[src/rtl/api_reg_responder.sv]
// Register-file responder behind the SciEngines API core: pops request packets,
// executes register writes/reads and returns read responses to the requester.
`timescale 1ns/1ps
module api_reg_responder #(
    parameter int unsigned           LENGTH_ADDR_SLOT = 4,
    parameter int unsigned           LENGTH_ADDR_FPGA = 4,
    parameter int unsigned           LENGTH_ADDR_REG  = 8,
    parameter int unsigned           LENGTH_CMD       = 8,
    parameter int unsigned           LENGTH_DATA      = 64,
    parameter int unsigned           NUM_REGS         = 16,
    parameter logic [LENGTH_CMD-1:0] CMD_WRITE        = 8'h01,
    parameter logic [LENGTH_CMD-1:0] CMD_READ         = 8'h02,
    parameter logic [LENGTH_CMD-1:0] CMD_RESP         = 8'h82
) (
    input  logic                        api_clk_in,
    input  logic                        api_rst_n_in,
    input  logic                        api_i_empty_in,
    output logic                        api_i_rd_en_out,
    input  logic [LENGTH_ADDR_SLOT-1:0] api_i_src_slot_in,
    input  logic [LENGTH_ADDR_FPGA-1:0] api_i_src_fpga_in,
    input  logic [LENGTH_ADDR_REG-1:0]  api_i_src_reg_in,
    input  logic [LENGTH_CMD-1:0]       api_i_src_cmd_in,
    input  logic [LENGTH_ADDR_REG-1:0]  api_i_tgt_reg_in,
    input  logic [LENGTH_CMD-1:0]       api_i_tgt_cmd_in,
    input  logic [LENGTH_DATA-1:0]      api_i_data_in,
    input  logic                        api_o_rfd_in,
    output logic                        api_o_wr_en_out,
    output logic [LENGTH_ADDR_SLOT-1:0] api_o_tgt_slot_out,
    output logic [LENGTH_ADDR_FPGA-1:0] api_o_tgt_fpga_out,
    output logic [LENGTH_ADDR_REG-1:0]  api_o_tgt_reg_out,
    output logic [LENGTH_CMD-1:0]       api_o_tgt_cmd_out,
    output logic [LENGTH_ADDR_REG-1:0]  api_o_src_reg_out,
    output logic [LENGTH_CMD-1:0]       api_o_src_cmd_out,
    output logic [LENGTH_DATA-1:0]      api_o_data_out,
    input  logic [$clog2(NUM_REGS)-1:0] usr_rd_addr_in,
    output logic [LENGTH_DATA-1:0]      usr_rd_data_out,
    output logic                        usr_wr_stb_out,
    output logic [$clog2(NUM_REGS)-1:0] usr_wr_idx_out,
    output logic [15:0]                 err_cnt_out
);

    localparam int unsigned IDX_W = $clog2(NUM_REGS);
    localparam int unsigned ERR_W = 16;

    typedef struct packed {
        logic [LENGTH_ADDR_SLOT-1:0] src_slot;
        logic [LENGTH_ADDR_FPGA-1:0] src_fpga;
        logic [LENGTH_ADDR_REG-1:0]  src_reg;
        logic [LENGTH_CMD-1:0]       src_cmd;
        logic [LENGTH_ADDR_REG-1:0]  tgt_reg;
        logic [LENGTH_CMD-1:0]       tgt_cmd;
        logic [LENGTH_DATA-1:0]      data;
    } req_t;

    typedef enum logic [1:0] {IDLE, FETCH, EXEC, RESP} state_t;

    state_t                 state_q;
    state_t                 state_d;
    req_t                   req_q;
    logic [LENGTH_DATA-1:0] regfile_q [NUM_REGS];
    logic [ERR_W-1:0]       err_cnt_q;

    logic                   latch_req;
    logic                   load_resp;
    logic                   count_err;
    logic [IDX_W-1:0]       req_idx;
    logic                   idx_ok;
    logic                   is_write;
    logic                   is_read;

    // Range check on the full register field, then decode with the low bits.
    assign req_idx  = req_q.tgt_reg[IDX_W-1:0];
    assign idx_ok   = 32'(req_q.tgt_reg) < NUM_REGS;
    assign is_write = req_q.tgt_cmd == CMD_WRITE;
    assign is_read  = req_q.tgt_cmd == CMD_READ;

    assign usr_rd_data_out = regfile_q[usr_rd_addr_in];
    assign err_cnt_out     = err_cnt_q;

    always_ff @(posedge api_clk_in or negedge api_rst_n_in) begin
        if (!api_rst_n_in) begin
            state_q <= IDLE;
        end else begin
            state_q <= state_d;
        end
    end

    always_comb begin
        state_d = state_q;
        case (state_q)
            IDLE:    if (!api_i_empty_in) state_d = FETCH;
            FETCH:   state_d = EXEC;
            EXEC:    state_d = is_read ? RESP : IDLE;
            RESP:    if (api_o_rfd_in) state_d = IDLE;
            default: state_d = IDLE;
        endcase
    end

    // Strobes; the pop is gated by reset so nothing leaks out while reset is held.
    always_comb begin
        api_i_rd_en_out = 1'b0;
        api_o_wr_en_out = 1'b0;
        usr_wr_stb_out  = 1'b0;
        latch_req       = 1'b0;
        load_resp       = 1'b0;
        count_err       = 1'b0;
        case (state_q)
            IDLE:  api_i_rd_en_out = !api_i_empty_in && api_rst_n_in;
            FETCH: latch_req = 1'b1;
            EXEC: begin
                if (is_write && idx_ok) begin
                    usr_wr_stb_out = 1'b1;
                end else if (is_read) begin
                    load_resp = 1'b1;
                    count_err = !idx_ok;
                end else begin
                    count_err = 1'b1;
                end
            end
            RESP:    api_o_wr_en_out = api_o_rfd_in;
            default: ;
        endcase
    end

    always_ff @(posedge api_clk_in or negedge api_rst_n_in) begin
        if (!api_rst_n_in) begin
            req_q              <= '0;
            for (int i = 0; i < NUM_REGS; i++) regfile_q[i] <= '0;
            api_o_tgt_slot_out <= '0;
            api_o_tgt_fpga_out <= '0;
            api_o_tgt_reg_out  <= '0;
            api_o_tgt_cmd_out  <= '0;
            api_o_src_reg_out  <= '0;
            api_o_src_cmd_out  <= '0;
            api_o_data_out     <= '0;
            usr_wr_idx_out     <= '0;
            err_cnt_q          <= '0;
        end else begin
            if (latch_req) begin
                req_q.src_slot <= api_i_src_slot_in;
                req_q.src_fpga <= api_i_src_fpga_in;
                req_q.src_reg  <= api_i_src_reg_in;
                req_q.src_cmd  <= api_i_src_cmd_in;
                req_q.tgt_reg  <= api_i_tgt_reg_in;
                req_q.tgt_cmd  <= api_i_tgt_cmd_in;
                req_q.data     <= api_i_data_in;
            end
            if (usr_wr_stb_out) begin
                regfile_q[req_idx] <= req_q.data;
                usr_wr_idx_out     <= req_idx;
            end
            // Response is addressed back to the requester's return register/command.
            if (load_resp) begin
                api_o_tgt_slot_out <= req_q.src_slot;
                api_o_tgt_fpga_out <= req_q.src_fpga;
                api_o_tgt_reg_out  <= req_q.src_reg;
                api_o_tgt_cmd_out  <= req_q.src_cmd;
                api_o_src_reg_out  <= req_q.tgt_reg;
                api_o_src_cmd_out  <= CMD_RESP;
                api_o_data_out     <= idx_ok ? regfile_q[req_idx] : '0;
            end
            if (count_err && (err_cnt_q != '1)) begin
                err_cnt_q <= err_cnt_q + ERR_W'(1);
            end
        end
    end

endmodule

[config.mk]
export PLATFORM = sky130hd
export DESIGN_NAME = api_reg_responder
export DESIGN_NICKNAME = d
export VERILOG_FILES = /design/src/rtl/api_reg_responder.sv
export SDC_FILE = /design/constraint.sdc
export NUM_CORES = 2
export LEC_CHECK = 0
export BUFFER_PORTS_ARGS = -buffer_cell sky130_fd_sc_hd__clkbuf_2
export CAP_MARGIN = 30
export CORE_MARGIN = 8
export CORE_UTILIZATION = 25
export CTS_CLUSTER_SIZE = 28
export DETAILED_ROUTE_END_ITERATION = 10
export SLEW_MARGIN = 20
export SYNTH_ARGS = -nofsm -noshare
export SYNTH_HDL_FRONTEND = slang
export SYNTH_SLANG_ARGS = --single-unit
export TNS_END_PERCENT = 5
[constraint.sdc]
create_clock -name api_clk_in -period 4 [get_ports api_clk_in]
set_input_delay 0.6 -clock api_clk_in [delete_from_list [all_inputs] [get_ports api_clk_in]]
set_output_delay 0.6 -clock api_clk_in [all_outputs]
set_load 0.01 [all_outputs]
==> results.md <==
| Parameter | Reported |
|:---|:---|
| Post-synth top flop | sky130_fd_sc_hd__dfrtp_1 |
| Leakage power total | 33.86 nW |
| Avg WL per Cell | 25.17 um |
| Tcrit/Tclk final | 0.8420 |
| Synthesized instance count | 3696 |
| Headroom to the max-slew limit | 0.2833 |
| Number of different library cells in the post-synthesis netlist | 41 |
| Power consumption | 34.37 mW |
| Detailed-route via count | 36.72k |
| Count of non-filler cells in the finished layout | 7453 |
| Longest individual stage delay on the worst path | 550 ps |
| Largest delay contributor family on the critical path | multiplexers |
| Classification of the worst-slack hold path | in2reg |
| Drc violations | 0 |
| Via density per instance | 4.927 |
| Ratio of total power to cell area | 464.6 nW/um^2 |
| Residual overflow from global routing | 0 |
| Sort of element at the start of the critical path | input port |
| Clock transition at the registers of the reported paths | 50 ps |
| CTS tree | built |
| Length of the first detailed-routing pass in iterations | 5 |
| Actual slew at the worst max-slew pin | 1075 ps |
| Largest net degree at the start of global routing | 176 |
| Clock sink count | 1247 |
| Total count of max-transition violations in the final report | 0 |
| Final instance area | 73970 um^2 |
| Share of layout cells above drive strength 1 | 0.5758 |
| Dpl cells | 7096 |
| Wire length reported by the detailed router | 187600 um |
| HPWL after DPL | 112400 um |
| Antenna violations before repair | 7 |
| Number of buffers inserted by post-CTS setup repair | 0 |
| Full die area | 265000 um^2 |
| Post-route antenna net violation count | 0 |
| Synth top cells by count | sky130_fd_sc_hd__dfrtp_1 (1247), sky130_fd_sc_hd__mux2_2 (1002), sky130_fd_sc_hd__mux4_2 (576), sky130_fd_sc_hd__clkbuf_1 (166), sky130_fd_sc_hd__mux2_4 (120) |
| Worst clock skew | 34.26 ps |
| Total of warnings raised by yosys | 0 |
| P&R area growth vs syn | 18.95% |
| Post-Route Setup TNS | 0 ps |
| Number of instances resized during post-cts repair | 0 |
| Unrepaired setup endpoints after global routing | false |
| Post-synthesis area per instance | 16.82 um^2 |
| Global placement routability congestion | 0.7546 |
| Number of nets at the end of the flow | 4116 |
| Final Setup Violations | 0 |
| Post-synth ARST share | 1.000 |
| Cell Chain, Critical Path | buf_8 > buf_4 > mux4_2 > mux4_2 > clkbuf_2 |
| Core footprint | 248000 um^2 |
| CTS buffer count | 149 |
| Global-route wire length before repair | 281000 um |
| Capturing element type of the critical path | output port |
| Dominant cell type by count on the critical path | sky130_fd_sc_hd__mux4_2 |
| Portion of synthesized cell area occupied by the leading cell type | 0.5018 |
| Cell at the root of the clock tree | sky130_fd_sc_hd__clkbuf_16 |
| Fill count | 24.54k |
| Maximum VDD drop | 0.4497 mV |
| Max Fclk | 296.9 MHz |
| FF+latch count, synth | 1247 |
| Maximum buffer depth of the clock tree | 3 |
| Worst-Skew Late Latency | 790 ps |
| Post-Place Cell Area | 68160 um^2 |
| Max cap viols | 0 |
| Post-synth EDFFs | 0 |
| Crit Path Category | in2out |
| Site row count | 183 |
| Status | complete, no violations |
| All-layer global routing usage | 0.1398 |
| Required @ worst endpoint | 3400 ps |
| DR iter-0 viols | 2509 |
| Num ports | 303 |
| Largest area contributor in the synthesized netlist | sky130_fd_sc_hd__dfrtp_1 |
| Quantity of I/O buffers inserted on ports | 296 |
| Cell area after technology mapping | 62180 um^2 |
| Critical path fanouts, max | 27 |
| H-tree depth reported by CTS | 4 |
| Number of hold-slack violations in the final timing report | 0 |
| Horizontal extent of the die | 514.7 um |
| Crit path buf inv count | 3 |
| Cell with the most instances after synthesis | sky130_fd_sc_hd__dfrtp_1 |
| Sequential element share of the synthesized area | 0.5018 |
| Leading post-synthesis cells by cell area | sky130_fd_sc_hd__dfrtp_1 (50%), sky130_fd_sc_hd__mux4_2 (21%), sky130_fd_sc_hd__mux2_2 (18%) |
| Critical path's slowest cell | sky130_fd_sc_hd__mux4_2 |
| Effective utilization at floorplan | 0.2508 |
| Arrival time worst endpoint | 2770 ps |
| Die height | 514.7 um |
| Vias in the first global route | 39.57k |
| Final critical path time including I/O delays and setup | 3368 ps |
[metrics by stage]
step                utilization  hold WS [ps]  worst slack, ps
floorplan                     -         304.4            802.4
global placement         0.2748         471.3            590.6
detailed placement       0.2749         476.5            602.4
CTS                      0.2982        0.8212            600.9
global route             0.2983         22.47            538.4
finish                   0.2983         86.99            632.1
[state kept, by name, indices dropped and copies added (netlist names), 8 cells and up]
signal,flops
regfile_q,1024
req_q,100
api_o_data_out,64
err_cnt_out,16
api_o_src_reg_out,8
api_o_tgt_cmd_out,8
api_o_tgt_reg_out,8
[cells by family (layout without fill, tap and decap cells)]
logic type,Yosys count,after routing,synth area share
AOI/OAI and AO/OA,134,134,0.01366
xor gates and xnor gates,13,13,0.001831
adders and majority gates,1,1,0.0002012
buffers and inverters,352,769,0.02541
DFF,1247,1247,0.5018
muxes,1870,1870,0.4489
other,1,11,0.00006030
and+or+nand+nor,78,78,0.008129
[layout by cell type, fill, tap and decap left out, drive strengths merged, types with 3 or more instances in the layout]
cell type and n:
nand3 8, buf 126, mux4 576, clkinvlp 5
diode 5, clkinv 25, nor2 9, nand3b 3
a22oi 64, or3 3, dlygate4sd3 86, nor2b 3
nor3 7, mux2 1230, clkbuf 510, bufinv 7
nand4 9, mux2i 64, nand2 14, dfrtp 1247
xnor2 11, conb 6, and3 6, o21ai 64
inv 10, nand2b 4, nor4b 3
[where the power goes]
part	internal [mW]	switching (mW)
Sequential	13.2	1.94
Combinational	2.55	2.97
Clock	8.11	5.56
Total	23.9	10.5
[area by class of cell]
type | count | area (um^2) | area share
clock inverters | 47 | 524.3 | 0.007087
repair buffers | 503 | 4120 | 0.05570
clock buffers | 219 | 4408 | 0.05959
well taps | 3330 | 4167 | 0.05633
diodes | 5 | 12.51 | 0.0001692
multi-input cells | 2102 | 29520 | 0.3991
flip-flops and latches | 1247 | 31220 | 0.4220
[worst reg2reg max path: stages, from the launching register on]
cell and delay, ps:
sky130_fd_sc_hd__dfrtp_1 410, sky130_fd_sc_hd__nor4_4 550, sky130_fd_sc_hd__nand3b_1 440, sky130_fd_sc_hd__nor3_4 960, sky130_fd_sc_hd__buf_12 330, sky130_fd_sc_hd__mux2_2 430
[worst paths after layout]
path                                                  start                                to  slack [ps]  depth (start not counted)
max                                       usr_rd_addr_in[0]                usr_rd_data_out[1]         630                          5
min                                       api_i_data_in[57]             req_q[57]$_DFFE_PN0N_          90                          2
max reg2reg                           req_q[76]$_DFFE_PN0N_        regfile_q[584]$_DFFE_PN0P_         740                          5
min reg2reg                api_o_src_cmd_out[1]$_DFFE_PN0P_  api_o_src_cmd_out[1]$_DFFE_PN0P_         500                          1
max in group asynchronous                      api_rst_n_in        regfile_q[394]$_DFFE_PN0P_        2110                          3
min in group asynchronous                      api_rst_n_in        regfile_q[544]$_DFFE_PN0P_         450                          2
[timing repair]
action                                  CTS  global route
hold buffers                             86             0
endpoints found under the hold margin   155             0
endpoints found under the setup margin    0             0
[routing by layer]
layer,share of wire,track usage,up-vias
met4,0.029,0.04300,0
met2,0.48,0.2284,1189
met5,0,0,-
met3,0.061,0.03280,302
met1,0.43,0.1845,20200
li1,-,-,15030
(Power assumes the default switching activity.)
